File: src/rtl/shift_frame_engine_if.sv
// Controller <-> shift_frame_engine bus.
// Ports: start/load/dir/enable/abort/in/pdata (master->slave);
//        out/pout/done/busy/rx_parity (slave->master).
interface shift_frame_engine_if #(
  parameter int WIDTH = 8
);
  logic             start;
  logic             load;
  logic             dir;
  logic             enable;
  logic             abort;
  logic             in;
  logic [WIDTH-1:0] pdata;
  logic             out;
  logic [WIDTH-1:0] pout;
  logic             done;
  logic             busy;
  logic             rx_parity;

  modport master (
    output start, load, dir, enable, abort, in, pdata,
    input  out, pout, done, busy, rx_parity
  );

  modport slave (
    input  start, load, dir, enable, abort, in, pdata,
    output out, pout, done, busy, rx_parity
  );
endinterface

File: src/rtl/shift_frame_engine.sv
// Framed full-duplex shift engine: load, shift MSB/LSB-first, snapshot.
// Ports: clk, reset (async, active high), sfe (slave modport of
// shift_frame_engine_if). Optional macro SHIFT_FRAME_PARITY_EN enables
// the received-bit parity output rx_parity (tied 0 otherwise).
module shift_frame_engine #(
  parameter int WIDTH     = 8,
  parameter int FRAME_LEN = 8,
  parameter int CNT_W     = $clog2(WIDTH) + 1
) (
  input logic                 clk,
  input logic                 reset,
  shift_frame_engine_if.slave sfe
);

  typedef enum logic [1:0] {
    S_IDLE,
    S_SHIFT,
    S_DONE
  } state_e;

  localparam logic [CNT_W-1:0] LAST_CNT = CNT_W'(FRAME_LEN - 1);

  state_e           state_q, state_d;
  logic [WIDTH-1:0] sreg_q, sreg_d;
  logic [WIDTH-1:0] pout_q, pout_d;
  logic [CNT_W-1:0] cnt_q, cnt_d;
  logic             out_q, out_d;
  logic             dir_q, dir_d;
  logic             busy_q, busy_d;
  logic             done_q, done_d;

  logic             idle_like;
  logic             accept;
  logic             step;
  logic             last;

  // DONE accepts a new start just like IDLE (back-to-back frames).
  assign idle_like = (state_q == S_IDLE) || (state_q == S_DONE);
  assign accept    = ~sfe.abort & idle_like & sfe.start;
  assign step      = ~sfe.abort & (state_q == S_SHIFT) & sfe.enable;
  assign last      = step & (cnt_q == LAST_CNT);

  always_comb begin
    state_d = state_q;
    sreg_d  = sreg_q;
    pout_d  = pout_q;
    cnt_d   = cnt_q;
    out_d   = out_q;
    dir_d   = dir_q;
    unique case (1'b1)
      sfe.abort: begin
        state_d = S_IDLE;
        cnt_d   = '0;
      end
      accept: begin
        state_d = S_SHIFT;
        dir_d   = sfe.dir;
        cnt_d   = '0;
        if (sfe.load) sreg_d = sfe.pdata;
      end
      step: begin
        if (dir_q) begin
          out_d  = sreg_q[0];
          sreg_d = {sfe.in, sreg_q[WIDTH-1:1]};
        end else begin
          out_d  = sreg_q[WIDTH-1];
          sreg_d = {sreg_q[WIDTH-2:0], sfe.in};
        end
        if (last) begin
          pout_d  = sreg_d;
          cnt_d   = '0;
          state_d = S_DONE;
        end else begin
          cnt_d = cnt_q + CNT_W'(1);
        end
      end
      default: begin
        if (state_q == S_DONE) state_d = S_IDLE;
      end
    endcase
  end

  // Flags are registered images of the next state.
  assign busy_d = (state_d == S_SHIFT);
  assign done_d = (state_d == S_DONE);

  always_ff @(posedge clk or posedge reset) begin
    if (reset) begin
      state_q <= S_IDLE;
      sreg_q  <= '0;
      pout_q  <= '0;
      cnt_q   <= '0;
      out_q   <= 1'b0;
      dir_q   <= 1'b0;
      busy_q  <= 1'b0;
      done_q  <= 1'b0;
    end else begin
      state_q <= state_d;
      sreg_q  <= sreg_d;
      pout_q  <= pout_d;
      cnt_q   <= cnt_d;
      out_q   <= out_d;
      dir_q   <= dir_d;
      busy_q  <= busy_d;
      done_q  <= done_d;
    end
  end

  assign sfe.out  = out_q;
  assign sfe.pout = pout_q;
  assign sfe.busy = busy_q;
  assign sfe.done = done_q;

`ifdef SHIFT_FRAME_PARITY_EN
  logic acc_q, acc_d;
  logic par_q, par_d;

  // Result is published with pout; abort only drops the running sum.
  always_comb begin
    acc_d = acc_q;
    par_d = par_q;
    if (sfe.abort || accept) begin
      acc_d = 1'b0;
    end else if (step) begin
      acc_d = acc_q ^ sfe.in;
      if (last) par_d = acc_q ^ sfe.in;
    end
  end

  always_ff @(posedge clk or posedge reset) begin
    if (reset) begin
      acc_q <= 1'b0;
      par_q <= 1'b0;
    end else begin
      acc_q <= acc_d;
      par_q <= par_d;
    end
  end

  assign sfe.rx_parity = par_q;
`else
  assign sfe.rx_parity = 1'b0;
`endif

endmodule
File: src/flat_wrapper.sv
// flat-port wrapper written by rule: the top's interface ports become plain ports
module shift_frame_engine_flat 
#(
  parameter int WIDTH     = 8,
  parameter int FRAME_LEN = 8,
  parameter int CNT_W     = $clog2(WIDTH) + 1
)
  (clk, reset, sfe_start, sfe_load, sfe_dir, sfe_enable, sfe_abort, sfe_in, sfe_pdata, sfe_out, sfe_pout, sfe_done, sfe_busy, sfe_rx_parity);
  shift_frame_engine_if #(.WIDTH(WIDTH)) sfe_i ();
  input logic clk;
  input logic reset;
  input wire logic [$bits(sfe_i.start)-1:0] sfe_start;
  input wire logic [$bits(sfe_i.load)-1:0] sfe_load;
  input wire logic [$bits(sfe_i.dir)-1:0] sfe_dir;
  input wire logic [$bits(sfe_i.enable)-1:0] sfe_enable;
  input wire logic [$bits(sfe_i.abort)-1:0] sfe_abort;
  input wire logic [$bits(sfe_i.in)-1:0] sfe_in;
  input wire logic [$bits(sfe_i.pdata)-1:0] sfe_pdata;
  output wire logic [$bits(sfe_i.out)-1:0] sfe_out;
  output wire logic [$bits(sfe_i.pout)-1:0] sfe_pout;
  output wire logic [$bits(sfe_i.done)-1:0] sfe_done;
  output wire logic [$bits(sfe_i.busy)-1:0] sfe_busy;
  output wire logic [$bits(sfe_i.rx_parity)-1:0] sfe_rx_parity;
  assign sfe_i.start = sfe_start;
  assign sfe_i.load = sfe_load;
  assign sfe_i.dir = sfe_dir;
  assign sfe_i.enable = sfe_enable;
  assign sfe_i.abort = sfe_abort;
  assign sfe_i.in = sfe_in;
  assign sfe_i.pdata = sfe_pdata;
  assign sfe_out = sfe_i.out;
  assign sfe_pout = sfe_i.pout;
  assign sfe_done = sfe_i.done;
  assign sfe_busy = sfe_i.busy;
  assign sfe_rx_parity = sfe_i.rx_parity;
  shift_frame_engine #(.WIDTH(WIDTH), .FRAME_LEN(FRAME_LEN), .CNT_W(CNT_W)) u_core (.clk(clk), .reset(reset), .sfe(sfe_i));
endmodule
File: config.mk
export PLATFORM = sky130hd
export DESIGN_NAME = shift_frame_engine_flat
export DESIGN_NICKNAME = d
export VERILOG_FILES = /design/src/rtl/shift_frame_engine_if.sv /design/src/rtl/shift_frame_engine.sv /design/src/flat_wrapper.sv
export SDC_FILE = /design/constraint.sdc
export NUM_CORES = 1
export LEC_CHECK = 0
export ABC_AREA = 1
export CAP_MARGIN = 25
export CORE_UTILIZATION = 44
export DETAILED_ROUTE_END_ITERATION = 7
export GPL_ROUTABILITY_DRIVEN = 0
export PLACE_DENSITY = 0.78
export SLEW_MARGIN = 0
export SYNTH_ARGS = -nofsm -noshare
export SYNTH_HDL_FRONTEND = slang
export SYNTH_SLANG_ARGS = --single-unit
export TNS_END_PERCENT = 5
File: constraint.sdc
create_clock -name clk -period 2.3 [get_ports clk]
set_input_delay 0.46 -clock clk [delete_from_list [all_inputs] [get_ports clk]]
set_output_delay 0.46 -clock clk [all_outputs]
set_load 0.01 [all_outputs]
# Yosys cells after proc, flatten, opt, wreduce, memory -nomap -nowiden
# Index checks and enable logic that the tools add are counted.
[word_totals] regBits=26 inputBits=16 wordCells=37
[classes] n_addsub=1 n_eq_ne=6 mux=9 bitwise_logic=6 n_reduce_logical=7
[ops] op="8-bit 2-to-1 mux" count=2
[ops] op="8-bit case mux with 2 select lines" count=1
[ops] op="4-bit case mux with 2 select lines" count=1
[ops] op="2-bit case mux with 3 select lines" count=1
[ops] op="1-bit AND" count=5
[ops] op="4-bit by 1-bit adder with 4-bit output (second input constant)" count=1
[ops] op="2-bit by 1-bit == test with 1-bit output (second input constant)" count=2
[ops] op="2-bit == test (second input constant)" count=2
[ops] op="4-bit by 3-bit == test with 1-bit output (second input constant)" count=1
[ops] op="2-bit 2-to-1 mux" count=2
[ops] op="4-bit 2-to-1 mux" count=1
[ops] op="2-bit AND reduction" count=2
[ops] op="2-bit nonzero test" count=2
[ops] op="2-bit logical NOT" count=1
[ops] op="2-bit != test (second input constant)" count=1
[ops] op="2-bit OR reduction" count=1
[ops] op="1-bit logical OR" count=1
[ops] op="1-bit 2-to-1 mux" count=1
[ops] op="1-bit NOT" count=1

# Longest topological paths before layout
# Gate-level depths: netlist of run 1.
[depth] word_depth=7 ltp_mapped=8 depth_no_buf=7

# Worst setup path after synthesis of run 1
# Ideal clock, no wire load.
[synth_timing] path_kind="register to register" startpoint="register u_core.cnt_q[0]" endpoint="register u_core.pout_q[4] (netlist: u_core.sfe.pout[4])" setup_ns=0.123 arrival_time_ns=1.124 required_time_ns=2.177 slack_ns=1.053 stages_incl_launch_ff=8 path_buffers=1 synth_period_minus_slack_ns=1.247 cell_sequence="dfrtp_1 ha_1 nand3_2 nor2_4 inv_2 buf_6 nand2_2 o21ai_2"
[synth_via] elab_chain_len=3
[synth_lines] element="from (decl)" line_no="shift_frame_engine.sv:26" rtl="logic [CNT_W-1:0] cnt_q, cnt_d;"
[synth_lines] element="from (signal assigned)" line_no="shift_frame_engine.sv:101" rtl="cnt_q <= cnt_d;"
[synth_lines] element="4-bit by 3-bit == test with 1-bit output" line_no="shift_frame_engine.sv:41" rtl="assign last = step & (cnt_q == LAST_CNT);"
[synth_lines] element="1-bit AND" line_no="shift_frame_engine.sv:41"
[synth_lines] element="2-bit AND reduction (no line)"
[synth_lines] element="to (signal assigned)" line_no="shift_frame_engine.sv:100" rtl="pout_q <= pout_d;"
[synth_lines] element="to (decl)" line_no="shift_frame_engine.sv:25" rtl="logic [WIDTH-1:0] pout_q, pout_d;"
# No other way between the ends.
# A chain may end at the register's enable or synchronous reset.

# Worst setup path after layout of run 1
[layout_timing] startpoint="register u_core.pout_q[4] (netlist: u_core.sfe.pout[4])" endpoint="output sfe_pout[4]"
[layout_rtl] element="to (decl)" line_no="flat_wrapper.sv:20" rtl="output wire logic [$bits(sfe_i.pout)-1:0] sfe_pout;"
# No word-level cell between the ends.

==> impl_metrics.env, run 1 <==
export IMPL_ios=28
export IMPL_synth_most_common_cell="nand2_1"
export IMPL_power_leakage_nw=0.861
export IMPL_synthSimpleGateAreaFrac_pct=29.5
export IMPL_min_period_ns=1.71
export IMPL_cts_root_buffer="clkbuf_4"
export IMPL_synth_top_cell_area_share_pct=48.1
export IMPL_grt_overflow_total=0
export IMPL_p_per_area_nw_per_um2=748
export IMPL_grt_first_pass_wirelength_microns=4640
export IMPL_drive_gt1_share_pct=11.2
export IMPL_cts_setup_buffers=0
export IMPL_clock_latency_ns=0.32
export IMPL_violations="design-rule violations"
export IMPL_rsz0062_at_grt="false"
export IMPL_rrSetupSlack_ns=0.86
export IMPL_multi_input_area_sq_um=551
export IMPL_first_pass_iters=6
export IMPL_first_global_vias=1106
export IMPL_syn_area_sq_um=1350
export IMPL_synth_compound_area_share_pct=9.99
export IMPL_die_area_sq_um=3300
export IMPL_synthTopCellsByArea="dfrtp_1 48%, nand2_1 16%, inv_1 6.7%, nand3_1 6.3%, o21ai_2 5.2%"
export IMPL_clock_path_buffers=2
export IMPL_cp_arrival_ns=1.25
export IMPL_synth_mux_area_share_pct=0
export IMPL_synth_edf_count=0
export IMPL_fillers=255
export IMPL_coreArea_sq_um=2830
export IMPL_area_growth_pct=22.6
export IMPL_ys_warn_count=0
export IMPL_synth_top_flop_cell="dfrtp_1"
export IMPL_critPathKind="reg -> out"
export IMPL_synth_seq_cells=26
export IMPL_grt_max_degree=27
export IMPL_status="finished with violations"
export IMPL_path_buf_inv=1
export IMPL_relSlewSlack_pct=66.4
export IMPL_drt_vias_per_instance=5.17
export IMPL_die_w_microns=57.4
export IMPL_end_kind="output pin"
export IMPL_start_util_pct=47.8
export IMPL_syn_area_per_cell_sq_um=7.86
export IMPL_ir_worst_vdd_v=0.000400
export IMPL_port_buffers=26
export IMPL_max_freq_mhz=585
export IMPL_path_max_fanout=2
export IMPL_vias=1178
export IMPL_critPathLaunchType="flip-flop"
export IMPL_synth_seq_area_share_pct=48.1
export IMPL_clk_pin_slew_ns=0.14
export IMPL_cts_sinks=26
export IMPL_async_flop_share_pct=100
export IMPL_fin_area_sq_um=1660
export IMPL_cpPeakStageDelay_ns=0.54
export IMPL_antenna_found_initial=0
export IMPL_fin_crit_sh_pct=74.3
export IMPL_hp_class="in -> async"
export IMPL_crit_family="buffers and inverters"
export IMPL_synth_xor_area_share_pct=0
export IMPL_wirelength_microns=2690
export IMPL_cts_tree="built"
export IMPL_cts_buffers_inserted=3
export IMPL_worst_pin_slew_ns=0.504
export IMPL_power_mw=1.24
export IMPL_dpl_instance_area_sq_um=1610
export IMPL_cts_resized=0
export IMPL_synth_cell_types=21
export IMPL_rows=19
export IMPL_synth_top_family_by_area="simple AND/OR/NAND/NOR gates"
export IMPL_wl_per_cell_microns=11.8
export IMPL_slew_viol_final=0
export IMPL_num_antenna_cells=0
export IMPL_finalSetupViolations=0
export IMPL_synth_adder_area_share_pct=0.925
export IMPL_syn_inst=172
export IMPL_yosysTopAreaCell="dfrtp_1"
export IMPL_hpwl_microns=2010
export IMPL_crit_chain="clkdlybuf4s50_1"
export IMPL_htreeDepth=1
export IMPL_ctsHoldBuffers=0
export IMPL_finalHoldViolations=0
export IMPL_tns_ns=0
export IMPL_drtIter0Drc=49
export IMPL_drc_errors=1
export IMPL_cap_violations=0
export IMPL_cp_required_ns=1.84
export IMPL_synth_nets=189
export IMPL_seq_area_sq_um=651
export IMPL_clock_skew_ns=0.00382
export IMPL_dieHeight_microns=57.4
export IMPL_gr_usage_all_layers_pct=18.1
export IMPL_cp_slowest_cell="clkdlybuf4s50_1"
export IMPL_synthTopCellsByCount="56 x nand2_1, 26 x dfrtp_1, 24 x inv_1"
export IMPL_nNetsFinal=215
export IMPL_antenna_left=0
[layer usage]
metal  GRT usage [%]  vias to the layer above  share of wire (%)
met5               0                        -                  0
met4            7.67                        0               0.86
met3            1.81                        3                6.1
met2            30.4                       46                 48
met1            23.8                      547                 45
li1                -                      582                  -
[stage by stage]
step | hold slack (ns) | util, % | cells | setup WS, ns
after floorplan | 0.449 | - | 172 | 1.05
after global placement | 0.466 | 56.7 | 224 | 0.441
after detailed placement | 0.470 | 56.7 | 224 | 0.381
after CTS | 0.475 | 58.6 | 228 | 0.573
after global routing | 0.489 | 58.6 | 228 | 0.526
final | 0.468 | 58.6 | 228 | 0.590
[worst paths after layout]
path,cells after the start,endpoint,from
worst min-delay path,3,u_core.cnt_q[0],reset
max in group asynchronous,3,u_core.sreg_q[5],reset
worst max register to register,6,u_core.sfe.pout[3],u_core.cnt_q[0]
min in group clk,2,u_core.sfe.pout[7],u_core.sfe.pout[7]
worst min register to register,2,u_core.sfe.pout[7],u_core.sfe.pout[7]
worst max-delay path,1,sfe_pout[4],u_core.sfe.pout[4]
[power by group]
| group | switching (mW) | internal (mW) | leakage (nW) | total [mW] |
|---|---|---|---|---|
| sequential | 0.0831 | 0.536 | 0.343 | 0.619 |
| combinational | 0.186 | 0.122 | 0.489 | 0.308 |
| clock | 0.136 | 0.176 | 0.0279 | 0.312 |
| total | 0.405 | 0.834 | 0.861 | 1.24 |
[layout by cell type (no fill, tap or decap)]
master	instances
inv_2	2
nand3_1	17
nand4_1	2
conb_1	1
clkdlybuf4s50_1	26
dfrtp_1	26
nor2_4	1
nand3_2	1
o21ai_0	8
bufinv_16	1
buf_4	1
o21ai_1	1
nand2_2	3
nand2_1	56
nor2_1	9
nand2_4	1
o21ai_2	8
a21oi_1	4
clkbuf_4	3
inv_1	24
ha_1	1
nor2_2	1
[worst register-to-register path, delay by kind of cell, from the launching register on]
| family | cells | cell delay [ns] |
|---|---|---|
| AND/OR/NAND/NOR | 3 | 0.43 |
| adder cells (fa/ha/maj) | 1 | 0.25 |
| buffers and inverters | 1 | 0.16 |
| AO/OA/AOI/OAI | 1 | 0.05 |
| flip-flops | 1 | 0.45 |
[logic make-up (layout without fill, tap and decap cells)]
| group | count (synthesis) | count (layout) |
|---|---|---|
| and+or+nand+nor | 91 | 91 |
| buffers and inverters | 32 | 57 |
| DFF | 26 | 26 |
| AOI/OAI and AO/OA | 21 | 21 |
| adders and majority gates | 1 | 1 |
| other | 1 | 1 |
[registers in the layout, summed over array words and instances (netlist names)]
name and count:
u_core.sfe.out 1, u_core.state_q 2, u_core.sfe.busy 1, u_core.sreg_q 8, u_core.sfe.done 1, u_core.dir_q 1, u_core.cnt_q 4, u_core.sfe.pout 8
[cell type report]
cell class	count	share of cell area, %
tap	31	2.34
sequential	26	39.2
multi-input combinational	114	33.2
inverter	26	5.89
timing repair buffer	27	16.2
clock buffer	3	1.36
clock inverter	1	1.81
No activity file was read; power rests on OpenSTA's default activity.
==> inputs of run 2 (changes only) <==
==> constraint.sdc (replaced) <==
create_clock -name clk -period 1.6 [get_ports clk]
set_input_delay 0.32 -clock clk [delete_from_list [all_inputs] [get_ports clk]]
set_output_delay 0.32 -clock clk [all_outputs]
set_load 0.01 [all_outputs]
==> run 2 against run 1 <==
  * The run still ends with design-rule violations left
  * Non-clock buffer count grew 5
  * Critical path depth is the same
  * Sequential cell count is the same
  * Cell count grew 1.8%
  * Combinational power grew 45%
  * Worst hold slack lost 0.12 ns
  * First-iteration DRC count shrank 14%
  * Global-route usage shrank 0.21 points
  * Clock-buffer cell count is the same
  * Design area grew 0.60%
  * Die area is the same
  * Power grew 30%
  * Critical endpoint is now sfe_pout[5]
  * Largest cell class unchanged
==> impl_metrics.env, run 2 (same netlist as run 1, synthesis figures left out) <==
export IMPL_path_buf_inv=1
export IMPL_crit_chain="clkdlybuf4s50_1"
export IMPL_start_util_pct=47.8
export IMPL_fin_area_sq_um=1670
export IMPL_status="finished with violations"
export IMPL_cpPeakStageDelay_ns=0.54
export IMPL_slew_viol_final=0
export IMPL_first_global_vias=1101
export IMPL_dpl_instance_area_sq_um=1640
export IMPL_max_freq_mhz=640
export IMPL_cts_sinks=26
export IMPL_port_buffers=26
export IMPL_hp_class="in -> async"
export IMPL_gr_usage_all_layers_pct=17.9
export IMPL_grt_first_pass_wirelength_microns=4570
export IMPL_cp_slowest_cell="clkdlybuf4s50_1"
export IMPL_finalHoldViolations=0
export IMPL_final_cell_mix="56 x nand2_1, 26 x dfrtp_1, 25 x clkdlybuf4s50_1, 24 x inv_1, 17 x nand3_1"
export IMPL_violations="design-rule violations"
export IMPL_mostFrequentLayoutCell="nand2_1"
export IMPL_nNetsFinal=220
export IMPL_coreArea_sq_um=2830
export IMPL_clock_skew_ns=0.00615
export IMPL_num_antenna_cells=0
export IMPL_ir_worst_vdd_v=0.000533
export IMPL_die_w_microns=57.4
export IMPL_instances_no_fill=232
export IMPL_power_mw=1.61
export IMPL_antenna_found_initial=0
export IMPL_rsz0062_at_grt="false"
export IMPL_p_per_area_nw_per_um2=963
export IMPL_critPathKind="reg -> out"
export IMPL_hpwl_microns=2000
export IMPL_rrSetupSlack_ns=0.20
export IMPL_drive_gt1_share_pct=12.9
export IMPL_antenna_left=0
export IMPL_htreeDepth=1
export IMPL_vias=1169
export IMPL_cp_required_ns=1.28
export IMPL_cts_root_buffer="clkbuf_4"
export IMPL_drc_errors=1
export IMPL_path_max_fanout=2
export IMPL_cts_tree="built"
export IMPL_clock_path_buffers=2
export IMPL_fin_crit_sh_pct=97.6
export IMPL_drtIter0Drc=42
export IMPL_area_growth_pct=23.3
export IMPL_power_leakage_nw=0.890
export IMPL_dieHeight_microns=57.4
export IMPL_end_kind="output pin"
export IMPL_cap_violations=0
export IMPL_ios=28
export IMPL_grt_overflow_total=0
export IMPL_min_period_ns=1.56
export IMPL_first_pass_iters=6
export IMPL_finalSetupViolations=0
export IMPL_cts_buffers_inserted=3
export IMPL_clock_latency_ns=0.32
export IMPL_crit_family="buffers and inverters"
export IMPL_ctsHoldBuffers=0
export IMPL_wirelength_microns=2660
export IMPL_die_area_sq_um=3300
export IMPL_critPathLaunchType="flip-flop"
export IMPL_clk_pin_slew_ns=0.14
export IMPL_cp_arrival_ns=1.24
export IMPL_wl_per_cell_microns=11.5
export IMPL_rows=19
export IMPL_grt_max_degree=27
export IMPL_drt_vias_per_instance=5.04
export IMPL_dp_cells=228
## run 2: cell count changes in the layout (fill, tap and decap cells not counted), sizes merged
cell	previous run	this run
dlymetal6s2s	0	1
bufinv	1	0
clkdlybuf4s50	26	25
buf	1	6
## run 2: final timing paths
check / start / end / cells after the start
hold / removal: reset / u_core.sfe.pout[2] / 3
hold reg to reg: u_core.sfe.pout[3] / u_core.sfe.pout[3] / 2
max in group asynchronous: reset / u_core.state_q[0] / 3
min in group clk: u_core.sfe.pout[3] / u_core.sfe.pout[3] / 2
setup reg to reg: u_core.cnt_q[0] / u_core.sfe.pout[0] / 6
setup / recovery: u_core.sfe.pout[5] / sfe_pout[5] / 1
## run 2: cell type report
type	count	area, sq um
Timing Repair Buffer	32	308
Tap cell	31	38.8
Fill cell	268	1160
Clock buffer	3	22.5
Sequential cell	26	651
Inverter	26	97.6
Multi-Input combinational cell	114	551
## run 2: routing by layer
metal	routed length (microns)	global-route usage [%]	up-vias
met5	0	0	-
met4	42	6.27	0
met3	103	2.04	5
met2	1280	30.7	30
met1	1240	23.2	546
li1	-	-	588
## run 2: where the power goes
group	internal, mW	switching (mW)	leakage (nW)
Sequential	0.771	0.112	0.343
Clock	0.0883	0.188	0.0138
Combinational	0.182	0.266	0.533
## run 2: through the flow
| stage | hold slack (ns) | worst slack, ns | TNS, ns | utilization [%] |
|---|---|---|---|---|
| 3_3_place_gp | 0.461 | -0.0296 | -0.0350 | 57.8 |
| 4_1_cts | 0.372 | 0.0128 | 0 | 58.6 |
| 5_1_grt | 0.393 | 0.00444 | 0 | 59.0 |
| 2_1_floorplan | 0.360 | 0.353 | 0 | - |
| 3_5_place_dp | 0.470 | -0.0739 | -0.422 | 57.8 |
| 6_report | 0.345 | 0.0386 | 0 | 59.0 |
## run 2: what timing repair did
item,CTS,global route
setup endpoints to repair,0,2
gates resized for setup,0,1
setup buffers,0,1
==> inputs of run 3 (changes only) <==
--- a/config.mk
+++ b/config.mk
@@ -9,7 +9,7 @@
 export CAP_MARGIN = 25
 export CORE_UTILIZATION = 44
 export DETAILED_ROUTE_END_ITERATION = 7
-export GPL_ROUTABILITY_DRIVEN = 0
+export GPL_ROUTABILITY_DRIVEN = 1
 export PLACE_DENSITY = 0.78
 export SLEW_MARGIN = 0
 export SYNTH_ARGS = -nofsm -noshare
==> results of run 3 <==
Final layout, timing and power as in run 2 (identical DEF).
